## src/rtl/trivium_pkg.sv

```systemverilog
// trivium_pkg: shared widths, tap positions, FSM encodings and the
// Trivium state initialiser for the UART stream-cipher block.
package trivium_pkg;

  localparam int STATE_W              = 288;
  localparam int WARMUP_DEFAULT       = 4 * STATE_W;
  localparam int CLKS_PER_BIT_DEFAULT = 10416;

  // Tap positions, 1-based as in the Trivium description
  localparam int T1_A   = 66;
  localparam int T1_B   = 93;
  localparam int T1_AND = 91;
  localparam int T1_FB  = 171;
  localparam int T2_A   = 162;
  localparam int T2_B   = 177;
  localparam int T2_AND = 175;
  localparam int T2_FB  = 264;
  localparam int T3_A   = 243;
  localparam int T3_B   = 288;
  localparam int T3_AND = 286;
  localparam int T3_FB  = 69;

  typedef enum logic [1:0] {
    RX_IDLE,
    RX_START,
    RX_DATA,
    RX_STOP
  } rx_state_e;

  typedef enum logic [1:0] {
    TX_IDLE,
    TX_START,
    TX_DATA,
    TX_STOP
  } tx_state_e;

  typedef enum logic [1:0] {
    CORE_WARM,
    CORE_FILL,
    CORE_READY
  } core_state_e;

  // s1..s80 = key, s94..s173 = iv, s286..s288 = 1, rest 0
  function automatic logic [STATE_W:1] init_state(
    input logic [79:0] key,
    input logic [79:0] iv
  );
    logic [STATE_W:1] s;
    s = '0;
    s[80:1] = key;
    s[173:94] = iv;
    s[288:286] = 3'b111;
    return s;
  endfunction

endpackage

```

## src/rtl/trivium_core.sv

```systemverilog
// trivium_core: Trivium keystream generator with warm-up and byte packing.
// Ports: clk, rst (async, active-high, reloads key/iv), ena (hold when 0),
//   next (consume ks_byte, start next byte), ks_byte, ks_ready.
module trivium_core
  import trivium_pkg::*;
#(
  parameter logic [79:0] KEY           = 80'h0,
  parameter logic [79:0] IV            = 80'h0,
  parameter int          WARMUP_CYCLES = WARMUP_DEFAULT
) (
  input  logic       clk,
  input  logic       rst,
  input  logic       ena,
  input  logic       next,
  output logic [7:0] ks_byte,
  output logic       ks_ready
);

  localparam int WW = $clog2(WARMUP_CYCLES + 1);
  localparam logic [WW-1:0] WARM_END = WW'(WARMUP_CYCLES - 1);

  logic [STATE_W:1] s;
  logic [WW-1:0]    warm_cnt;
  logic [2:0]       bit_cnt;
  core_state_e      st;
  core_state_e      st_n;
  logic             step;
  logic             t1;
  logic             t2;
  logic             t3;
  logic             z;
  logic             t1n;
  logic             t2n;
  logic             t3n;

  always_comb begin
    t1  = s[T1_A] ^ s[T1_B];
    t2  = s[T2_A] ^ s[T2_B];
    t3  = s[T3_A] ^ s[T3_B];
    z   = t1 ^ t2 ^ t3;
    t1n = t1 ^ (s[T1_AND] & s[T1_AND+1]) ^ s[T1_FB];
    t2n = t2 ^ (s[T2_AND] & s[T2_AND+1]) ^ s[T2_FB];
    t3n = t3 ^ (s[T3_AND] & s[T3_AND+1]) ^ s[T3_FB];
  end

  always_ff @(posedge clk or posedge rst) begin
    if (rst) st <= CORE_WARM;
    else if (ena) st <= st_n;
  end

  always_comb begin
    st_n = st;
    step = 1'b0;
    unique case (st)
      CORE_WARM: begin
        step = 1'b1;
        if (warm_cnt == WARM_END) st_n = CORE_FILL;
      end
      CORE_FILL: begin
        step = 1'b1;
        if (bit_cnt == 3'd7) st_n = CORE_READY;
      end
      CORE_READY: begin
        if (next) st_n = CORE_FILL;
      end
      default: st_n = CORE_WARM;
    endcase
  end

  always_ff @(posedge clk or posedge rst) begin
    if (rst) begin
      s        <= init_state(KEY, IV);
      warm_cnt <= '0;
      bit_cnt  <= '0;
      ks_byte  <= '0;
    end else if (ena) begin
      // three registers shift by one, fed by the cross-coupled taps
      if (step) begin
        s <= {s[287:178], t2n, s[176:94], t1n, s[92:1], t3n};
      end
      if (st == CORE_WARM) warm_cnt <= warm_cnt + 1'b1;
      if (st == CORE_FILL) begin
        ks_byte[bit_cnt] <= z;
        bit_cnt <= bit_cnt + 1'b1;
      end
    end
  end

  assign ks_ready = (st == CORE_READY);

endmodule

```

## src/rtl/trivium_uart_cipher.sv

```systemverilog
// trivium_uart_cipher: 8N1 UART in, byte XOR Trivium keystream, 8N1 out.
// Ports: clk, rst_n (async, ACTIVE-HIGH), ena (hold all state, line high),
//   serial_in (RX, idle high, LSB first), serial_out (TX, idle high).
module trivium_uart_cipher
  import trivium_pkg::*;
#(
  parameter int          CLKS_PER_BIT  = CLKS_PER_BIT_DEFAULT,
  parameter logic [79:0] KEY           = 80'h0,
  parameter logic [79:0] IV            = 80'h0,
  parameter int          WARMUP_CYCLES = WARMUP_DEFAULT
) (
  input  logic clk,
  input  logic rst_n,
  input  logic ena,
  input  logic serial_in,
  output logic serial_out
);

  localparam int CW = $clog2(CLKS_PER_BIT) + 1;
  localparam logic [CW-1:0] BIT_END  = CW'(CLKS_PER_BIT - 1);
  localparam logic [CW-1:0] HALF_END = CW'(CLKS_PER_BIT / 2 - 1);

  logic sync1;
  logic sync2;

  rx_state_e rx_st;
  rx_state_e rx_n;
  logic [CW-1:0] rx_cnt;
  logic [2:0]    rx_idx;
  logic [7:0]    rx_shift;
  logic          rx_clr;
  logic          rx_sample;
  logic          rx_valid;

  tx_state_e tx_st;
  tx_state_e tx_n;
  logic [CW-1:0] tx_cnt;
  logic [2:0]    tx_idx;
  logic [7:0]    tx_shift;
  logic          tx_clr;
  logic          tx_shift_en;
  logic          tx_load;
  logic          tx_line;

  logic       pending;
  logic [7:0] pend_byte;
  logic [7:0] ks_byte;
  logic       ks_ready;

  trivium_core #(
    .KEY          (KEY),
    .IV           (IV),
    .WARMUP_CYCLES(WARMUP_CYCLES)
  ) u_core (
    .clk     (clk),
    .rst     (rst_n),
    .ena     (ena),
    .next    (tx_load),
    .ks_byte (ks_byte),
    .ks_ready(ks_ready)
  );

  always_ff @(posedge clk or posedge rst_n) begin
    if (rst_n) {sync2, sync1} <= 2'b11;
    else if (ena) {sync2, sync1} <= {sync1, serial_in};
  end

  // ---------------- RX ----------------
  always_ff @(posedge clk or posedge rst_n) begin
    if (rst_n) rx_st <= RX_IDLE;
    else if (ena) rx_st <= rx_n;
  end

  always_comb begin
    rx_n      = rx_st;
    rx_clr    = 1'b0;
    rx_sample = 1'b0;
    rx_valid  = 1'b0;
    unique case (rx_st)
      RX_IDLE: begin
        if (!sync2) begin
          rx_n   = RX_START;
          rx_clr = 1'b1;
        end
      end
      RX_START: begin
        if (rx_cnt == HALF_END) begin
          rx_clr = 1'b1;
          rx_n   = sync2 ? RX_IDLE : RX_DATA;
        end
      end
      RX_DATA: begin
        if (rx_cnt == BIT_END) begin
          rx_clr    = 1'b1;
          rx_sample = 1'b1;
          if (rx_idx == 3'd7) rx_n = RX_STOP;
        end
      end
      RX_STOP: begin
        if (rx_cnt == BIT_END) begin
          rx_clr   = 1'b1;
          rx_valid = sync2;
          rx_n     = RX_IDLE;
        end
      end
      default: rx_n = RX_IDLE;
    endcase
  end

  always_ff @(posedge clk or posedge rst_n) begin
    if (rst_n) begin
      rx_cnt   <= '0;
      rx_idx   <= '0;
      rx_shift <= '0;
    end else if (ena) begin
      rx_cnt <= rx_clr ? '0 : rx_cnt + 1'b1;
      if (rx_st == RX_IDLE) rx_idx <= '0;
      if (rx_sample) begin
        rx_shift <= {sync2, rx_shift[7:1]};
        rx_idx   <= rx_idx + 1'b1;
      end
    end
  end

  // ------------- pending byte -------------
  // A fresh byte wins over a load in the same cycle; the load
  // has already taken the old value.
  always_ff @(posedge clk or posedge rst_n) begin
    if (rst_n) begin
      pending   <= 1'b0;
      pend_byte <= '0;
    end else if (ena) begin
      if (rx_valid) begin
        pending   <= 1'b1;
        pend_byte <= rx_shift;
      end else if (tx_load) begin
        pending <= 1'b0;
      end
    end
  end

  // ---------------- TX ----------------
  always_ff @(posedge clk or posedge rst_n) begin
    if (rst_n) tx_st <= TX_IDLE;
    else if (ena) tx_st <= tx_n;
  end

  always_comb begin
    tx_n        = tx_st;
    tx_clr      = 1'b0;
    tx_shift_en = 1'b0;
    tx_load     = pending && ks_ready && (tx_st == TX_IDLE);
    unique case (tx_st)
      TX_IDLE: begin
        if (tx_load) begin
          tx_n   = TX_START;
          tx_clr = 1'b1;
        end
      end
      TX_START: begin
        if (tx_cnt == BIT_END) begin
          tx_n   = TX_DATA;
          tx_clr = 1'b1;
        end
      end
      TX_DATA: begin
        if (tx_cnt == BIT_END) begin
          tx_clr      = 1'b1;
          tx_shift_en = 1'b1;
          if (tx_idx == 3'd7) tx_n = TX_STOP;
        end
      end
      TX_STOP: begin
        if (tx_cnt == BIT_END) begin
          tx_clr = 1'b1;
          tx_n   = TX_IDLE;
        end
      end
      default: tx_n = TX_IDLE;
    endcase
  end

  always_ff @(posedge clk or posedge rst_n) begin
    if (rst_n) begin
      tx_cnt   <= '0;
      tx_idx   <= '0;
      tx_shift <= '0;
    end else if (ena) begin
      tx_cnt <= tx_clr ? '0 : tx_cnt + 1'b1;
      if (tx_load) begin
        tx_shift <= pend_byte ^ ks_byte;
        tx_idx   <= '0;
      end else if (tx_shift_en) begin
        tx_shift <= {1'b0, tx_shift[7:1]};
        tx_idx   <= tx_idx + 1'b1;
      end
    end
  end

  always_comb begin
    tx_line = 1'b1;
    unique case (tx_st)
      TX_START: tx_line = 1'b0;
      TX_DATA:  tx_line = tx_shift[0];
      default:  tx_line = 1'b1;
    endcase
  end

  assign serial_out = ena ? tx_line : 1'b1;

endmodule

```

## config.mk

```make
export PLATFORM = sky130hd
export DESIGN_NAME = trivium_uart_cipher
export DESIGN_NICKNAME = d
export VERILOG_FILES = /design/src/rtl/trivium_pkg.sv /design/src/rtl/trivium_core.sv /design/src/rtl/trivium_uart_cipher.sv
export SDC_FILE = /design/constraint.sdc
export NUM_CORES = 1
export LEC_CHECK = 0
export CORE_MARGIN = 2
export CORE_UTILIZATION = 50
export CTS_BUF_LIST = sky130_fd_sc_hd__clkbuf_8
export DETAILED_ROUTE_END_ITERATION = 10
export GPL_TIMING_DRIVEN = 0
export PLACE_DENSITY = 0.69
export SYNTH_ARGS = -nofsm -noshare
export SYNTH_HDL_FRONTEND = slang
export SYNTH_HIERARCHICAL = 1
export SYNTH_SLANG_ARGS = --single-unit
```

## constraint.sdc

```tcl
create_clock -name clk -period 19.9 [get_ports clk]
set_clock_uncertainty 0.05 [all_clocks]
set_input_delay 4.975 -clock clk [delete_from_list [all_inputs] [get_ports clk]]
set_output_delay 4.975 -clock clk [all_outputs]
set_load 0.01 [all_outputs]
```

# --- Word level (Yosys, flattened, before mapping) ---
# Index checks and enable logic that the tools add are counted.
word_totals:
  output_inout_bits: 1
  n_memories: 0
  input_bits: 4
  rom_bits: 0
  latch_bits: 0
  elab_cells: 134
  ramBits: 0
  ff_bits: 379
op_classes:
  eq_ne: 28
  n_mux: 43
  n_reduce_logical: 23
  addsub: 6
  magnitude_cmp: 2
  shift: 0
  mul: 0
  bitwise_logic: 15
  div_mod_pow: 0
ops:
  columns: ["operator", "n"]
  rows:
  - ["$add A15 B1 Y15 const B", 2]
  - ["$eq A15 B14 Y1 const B", 2]
  - ["$mux W15", 2]
  - ["$mux W2", 13]
  - ["$ne A2 B2 Y1 const B", 11]
  - ["$mux W8", 2]
  - ["$pmux W2 S4", 2]
  - ["$reduce_and A2 Y1", 8]
  - ["$eq A15 B13 Y1 const B", 1]
  - ["$mux W1", 14]
  - ["$mux W3", 4]
  - ["$reduce_and A6 Y1", 2]
  - ["$add A11 B1 Y11 const B", 1]
  - ["$eq A11 B11 Y1 const B", 1]
  - ["$xor A1 B1 Y1", 11]
  - ["$eq A2 B2 Y1 const B", 5]
  - ["$add A3 B1 Y3 const B", 3]
  - ["$eq A3 B3 Y1 const B", 3]
  - ["$bwmux W8", 1]
  - ["$xor A8 B8 Y8", 1]
  - ["$eq A2 B1 Y1 const B", 3]
  - ["$logic_not A2 Y1", 3]
  - ["$pmux W2 S3", 1]
  - ["$reduce_bool A2 Y1", 3]
  - ["other kinds (11)", 18]

# --- Logic depth before layout (Yosys ltp) ---
depth:
  ltp_word: 6
  mapped_depth: 8
  ltp_nobuf: 6

# --- Cells and area by module ---
# Netlist, hierarchy kept.
by_module_without_submodules:
  columns: ["mod", "cells_each", "area_per_inst_um2", "instances", "seq_area_each_um2"]
  rows:
  - ["trivium_core", 1314, 12035.3, 1, 7811.2]
  - ["trivium_uart_cipher", 325, 3454.6, 1, 1679.1]

# --- Least setup slack after synthesis ---
# Ideal clock, no wire load.
synth_path:
  path_type: "in2out"
  startpoint: "in ena"
  endpoint: "out serial_out"
  t_required_ps: 14875
  arrival_time_ps: 5784
  stages: 4
  slack_ps: 9091
  path_buffers: 3
  cell_sequence: "buf_2 buf_2 buf_1 o211ai_1"
synth_between:
  elab_chain_cells: 1
synth_rtl:
  columns: ["item", "line", "source"]
  rows:
  - ["from (decl)", "trivium_uart_cipher.sv:14", "input logic ena,"]
  - ["$mux W1", "trivium_uart_cipher.sv:209", "assign serial_out = ena ? tx_line : 1'b1;"]
  - ["to (decl)", "trivium_uart_cipher.sv:16", "output logic serial_out"]
# Every way passes these cells.

# --- Worst setup path in the final report ---
# Ends and elaborated chain as after synthesis.

==> impl_metrics.tcl <==
set metrics [dict create \
    status "completed" \
    synthSimpleGateAreaFrac_pct 26.80 \
    vias 10610 \
    synth-compound-area-share_pct 2.359 \
    startpoint_type "input port" \
    io_buffers 3 \
    min_from "u_core/s[248]" \
    dpl.cell_count 2040 \
    regArea_um2 9490 \
    grt_max_degree 128 \
    final.min_clock_period_ns 11.61 \
    fin_ws_ns 8.291 \
    syn_to_final_growth_pct 11.30 \
    die_w_um 180.0 \
    critPathCaptureType "output port" \
    fin_tns_setup_ns 0 \
    viasPerCell 4.945 \
    synthMuxAreaShare_pct 2.641 \
    pin_count 5 \
    synthesis.area_um2 15490 \
    fillers 2666 \
    fin_cells 2146 \
    nets 1730 \
    worstPathRequired_ns 14.88 \
    layout-drive-gt1-share_pct 11.60 \
    drt_first_pass_iters 5 \
    r2r_start "tx_cnt[0]" \
    antenna_found_initial 0 \
    htree_levels 3 \
    slew_viol_final 0 \
    hp-class "reg -> reg" \
    synthTopCellsByCount "nand2_1, dfrtp_1, buf_2" \
    async_reset_ff_share_pct 100.0 \
    fp.dieH_um 180.0 \
    hpwl_mm 16.12 \
    antenna_left 0 \
    ys_types 62 \
    grt_overflow 0 \
    grt_pass1_wl_mm 47.96 \
    worst_pin_slew_ns 0.8193 \
    peakVddDrop_uv 51.88 \
    fmax_mhz 86.14 \
    rsz0062_at_grt "no" \
    clockRootBuffer "clkbuf_8" \
    clockBufferDepth 3 \
    drtIter0Drc 870 \
    drv_cap 0 \
    ys.flop_type "dfrtp_1" \
    ys_seq_area_share_pct 61.27 \
    leakage_nw 9.479 \
    setup_viol 0 \
    tritoncts "done" \
    crit_start "ena" \
    ctsResizeCount 0 \
    numCtsBuffers 66 \
    initial_core_util_pct 50.77 \
    synth_fa_ha_area_share_pct 1.131 \
    antenna_cells 0 \
    path_max_fanout 10 \
    synth_area_per_cell_um2 9.451 \
    synth_seq_cells 379 \
    power.density_nw_per_um2 90.10 \
    yosys_warnings 6 \
    synth.most_common_cell "nand2_1" \
    syn_inst 1639 \
    rows 64 \
    clk_pin_slew_ns 0.05 \
    synth_nets 1657 \
    pre_cts_ws_ns 8.250 \
    synth_area_leaders "dfrtp_1, nand2_1, mux2_2" \
    fin_util_pct 56.51 \
    core-area_um2 30510 \
    synth_edf_count 0 \
    yosysTopAreaCell "dfrtp_1" \
    critical_path_arrival_ns 6.58 \
    postCtsSetupBuffers 0 \
    post_drt_wl_per_cell_um 12.31 \
    hold_viol_final 0 \
    cts.sinks 379 \
    grt_pass1_vias 10580 \
    holdBufCountCts 0 \
    finalWeightedCongestion 0.7753 \
    layout_worst_path_cycle_share_pct 58.34 \
    die_area_um2 32400 \
    drc 0 \
    grt.total_usage_pct 17.13 \
    path_class "in -> out" \
    maxSlewHeadroom_pct 45.38 \
    multi_input_area_um2 5549 \
    synth_top_cell_area_share_pct 60.42 \
    routed_wl_mm 26.42 \
    synth_top_family_by_area "simple AND/OR/NAND/NOR gates" \
    synthXorXnorAreaFrac_pct 2.892 \
    clk_latency_ns 0.58 \
]
[layer usage]
| metal | GRT usage (%) | part of all wire (%) | vias to the layer above |
|---|---|---|---|
| met3 | 3.416 | 3.1 | 48 |
| met5 | 0 | 0 | - |
| met2 | 27.57 | 46 | 114 |
| met4 | 5.710 | 2.1 | 0 |
| li1 | - | - | 5316 |
| met1 | 23.53 | 49 | 5135 |
[registers in the layout, summed over array words and instances, names as in the netlist, named ones only]
name,cells
tx_shift,8
rx_cnt,15
u_core/warm_cnt,11
u_core/st,2
rx_idx,3
rx_shift,8
pend_byte,8
tx_idx,3
sync1,1
rx_st,1
sync2,1
u_core/ks_byte,8
tx_st,2
pending,1
tx_cnt,15
u_core/s,288
u_core/bit_cnt,3
[placed cells by master (no fill, tap or decap), drive strengths merged, types with 5 or more instances in the layout]
cell type	netlist	layout
dfrtp	374	374
mux2	31	31
buf	66	68
xnor2	34	34
nand3	14	14
inv	19	45
nand4	18	18
nor3	13	13
clkbuf	11	84
clkinvlp	0	5
dfstp	5	5
ha	14	14
xor2	5	5
nand2	894	894
o221a	7	7
a21oi	6	6
mux2i	6	6
nor2	32	32
nor4	7	7
o21ai	11	11
and3	8	8
and4bb	5	5
[layout make-up]
class / count / share of cell area [%]
flip-flops and latches: 379 / 55.05
clock inverters: 33 / 0.8999
multi-input cells: 1164 / 32.19
repair buffers: 5 / 0.4935
well taps: 396 / 2.874
inverters: 19 / 0.4717
plain buffers: 77 / 2.199
clock buffers: 73 / 5.828
[worst paths after layout]
path / to / slack (ns) / cells past startpoint
worst max register to register: tx_st[1] / 17.76 / 5
worst min-delay path: u_core/s[249] / 0.41 / 2
worst max-delay path: serial_out / 8.29 / 5
min in group asynchronous: u_core/s[194] / 4.93 / 2
max in group asynchronous: u_core/s[222] / 13.41 / 4
worst min register to register: u_core/s[249] / 0.41 / 2
[power by group]
group / internal [mW] / switching [mW] / total (mW)
clock: 0.334 / 0.297 / 0.632
combinational: 0.0347 / 0.0661 / 0.101
sequential: 0.797 / 0.0243 / 0.821
[kinds of logic after synthesis]
| group | after synthesis |
|---|---|
| xor gates and xnor gates | 43 |
| DFF | 379 |
| and+or+nand+nor | 1022 |
| adders and majority gates | 14 |
| muxes | 37 |
| AOI/OAI and AO/OA | 48 |
| buffers and inverters | 96 |
[stage by stage]
step	power (mW)	hold WS, ns	cell area [um2]
floorplan	0.9069	0.3839	15490
global placement	0.9315	0.3951	16020
detailed placement	0.9364	0.3990	16080
CTS	1.579	0.4049	17240
global route	1.632	0.4261	17240
finish	1.553	0.4076	17240
[worst max-delay path, stage by stage]
cell and delay, ns:
buf_2 0.20, buf_2 0.27, buf_1 0.40, o211ai_1 0.21, clkdlybuf4s50_1 0.53
Power figures use the tool's default switching activity.
==> patch, RTL diff (same flow settings) <==
Set the package constant `CLKS_PER_BIT_DEFAULT` to 2604 (it was 10416).
--- a/src/rtl/trivium_pkg.sv
+++ b/src/rtl/trivium_pkg.sv
@@ -6,3 +6,3 @@
   localparam int WARMUP_DEFAULT       = 4 * STATE_W;
-  localparam int CLKS_PER_BIT_DEFAULT = 10416;
+  localparam int CLKS_PER_BIT_DEFAULT = 2604;
 
Check against the original RTL: no difference found for any inputs over 10 cycles, from zero or initial values and one cycle with rst_n high; that may be too few to reach the edited logic, so the function may still have changed.
==> patch against the unedited design <==
Wire length down 3.5%. Setup slack worse by 0.44 ns. Design area down 0.26%. Sequential cell count shrank 4. Final cell count shrank 0.33%. Power rose by 1.3%. Clock power grew 2%. Synthesized area down 0.83%. Synthesized cell count is 0.43% lower. Highest routed layer unchanged.
==> patch: results <==
export IMPL_status="finished clean"
export IMPL_yosysSeqAreaShare=0.611
export IMPL_highest_layer="met4"
export IMPL_dpl_cell_count=2035
export IMPL_synthTopCellsByCount="nand2_1, dfrtp_1, buf_2"
export IMPL_pg_seq_uw=817
export IMPL_wirelength_um=25500
export IMPL_nFillCells=2676
export IMPL_clk_insertion_delay_late_ns=0.58
export IMPL_grt_ovfl_total=0
export IMPL_postSynthAreaPerCell_um2=9.41
export IMPL_leakagePower_nw=9.49
export IMPL_whs_ns=0.403
export IMPL_ys_top_cells_by_area="dfrtp_1, nand2_1, mux2_2, buf_2, xnor2_1"
export IMPL_async_flop_share=1.00
export IMPL_met1_length_um=12400
export IMPL_post_place_ws_ns=7.89
export IMPL_p_sw_frac=0.246
export IMPL_drive_above_1_share=0.122
export IMPL_num_vias=10435
export IMPL_gp_congestion=0.733
export IMPL_synth_cell_types=56
export IMPL_met3_usage=0.0331
export IMPL_r2r_slack_ns=17.68
export IMPL_dr_pass1_iters=5
export IMPL_syn_nets=1651
export IMPL_critPathMaxFanout=10
export IMPL_cts_htree_levels=2
export IMPL_use_met2=0.274
export IMPL_grt_pass1_wl_um=45400
export IMPL_numPortBuffers=4
export IMPL_top_regs="u_core/s: 288 flops, rx_cnt: 13 flops, tx_cnt: 13 flops"
export IMPL_routed_wl_met2_um=11700
export IMPL_cts_setup_buffers=0
export IMPL_grt_usage=0.167
export IMPL_grt_max_degree=125
export IMPL_hpwl_um=15800
export IMPL_wl_met3_um=895
export IMPL_p_clk_uw=646
export IMPL_clk_pin_slew_ns=0.06
export IMPL_period_needed_ns=12.05
export IMPL_ir_drop_v=0.0000502
export IMPL_cp_arrival_ns=7.02
export IMPL_stdcell_count=2139
export IMPL_intPower_mw=1.19
export IMPL_synthFlopType="dfrtp_1"
export IMPL_met1_usage=0.227
export IMPL_place_area_mm2=0.0160
export IMPL_first_iter_violations=688
export IMPL_cts_made_buffers=59
export IMPL_min_path_type="reg -> reg"
export IMPL_relSlewSlack=0.586
-- patch: cell types whose count changed in the layout (fill, tap and decap cells not counted), moves of 7 or more --
cell / delta
inv_1: -10
o21ai_0: +10
clkbuf_8: +7
nand2_1: -7
o221a_1: -7
-- patch: kinds of logic (layout without fill, tap and decap cells) --
family / after synthesis / count (layout) / share of synthesized area
AND/OR/NAND/NOR: 1013 / 1013 / 0.270
XOR/XNOR: 43 / 43 / 0.0292
multiplexers: 35 / 35 / 0.0254
adder cells (fa/ha/maj): 15 / 15 / 0.0122
AO/OA/AOI/OAI: 55 / 55 / 0.0235
flip-flops: 375 / 375 / 0.611
buffers and inverters: 96 / 207 / 0.0288
-- patch: layout make-up --
cell class / count / area, um2 / area share
Clock buffer: 80 / 1100 / 0.0640
Timing Repair Buffer: 7 / 115 / 0.00669
Tap cell: 396 / 495 / 0.0288
Buffer: 77 / 372 / 0.0216
Clock inverter: 24 / 115 / 0.00669
Multi-Input combinational cell: 1161 / 5530 / 0.321
Inverter: 19 / 78.8 / 0.00458
Sequential cell: 375 / 9390 / 0.546
-- patch: critical path, cell delays in order --
cell and delay (ns):
clkdlybuf4s50_1 0.66, buf_2 0.30, clkbuf_1 0.46, nand2_1 0.12, clkdlybuf4s50_1 0.50
-- patch: worst paths after layout --
| path | end | cells past startpoint | startpoint |
|---|---|---|---|
| setup / recovery | serial_out | 5 | ena |
| hold / removal | u_core/s[74] | 2 | u_core/s[73] |
| setup reg to reg | pend_byte[4] | 5 | rx_cnt[0] |
| hold reg to reg | u_core/s[74] | 2 | u_core/s[73] |
| max in group asynchronous | u_core/s[55] | 3 | rst_n |
| min in group asynchronous | u_core/s[114] | 2 | rst_n |
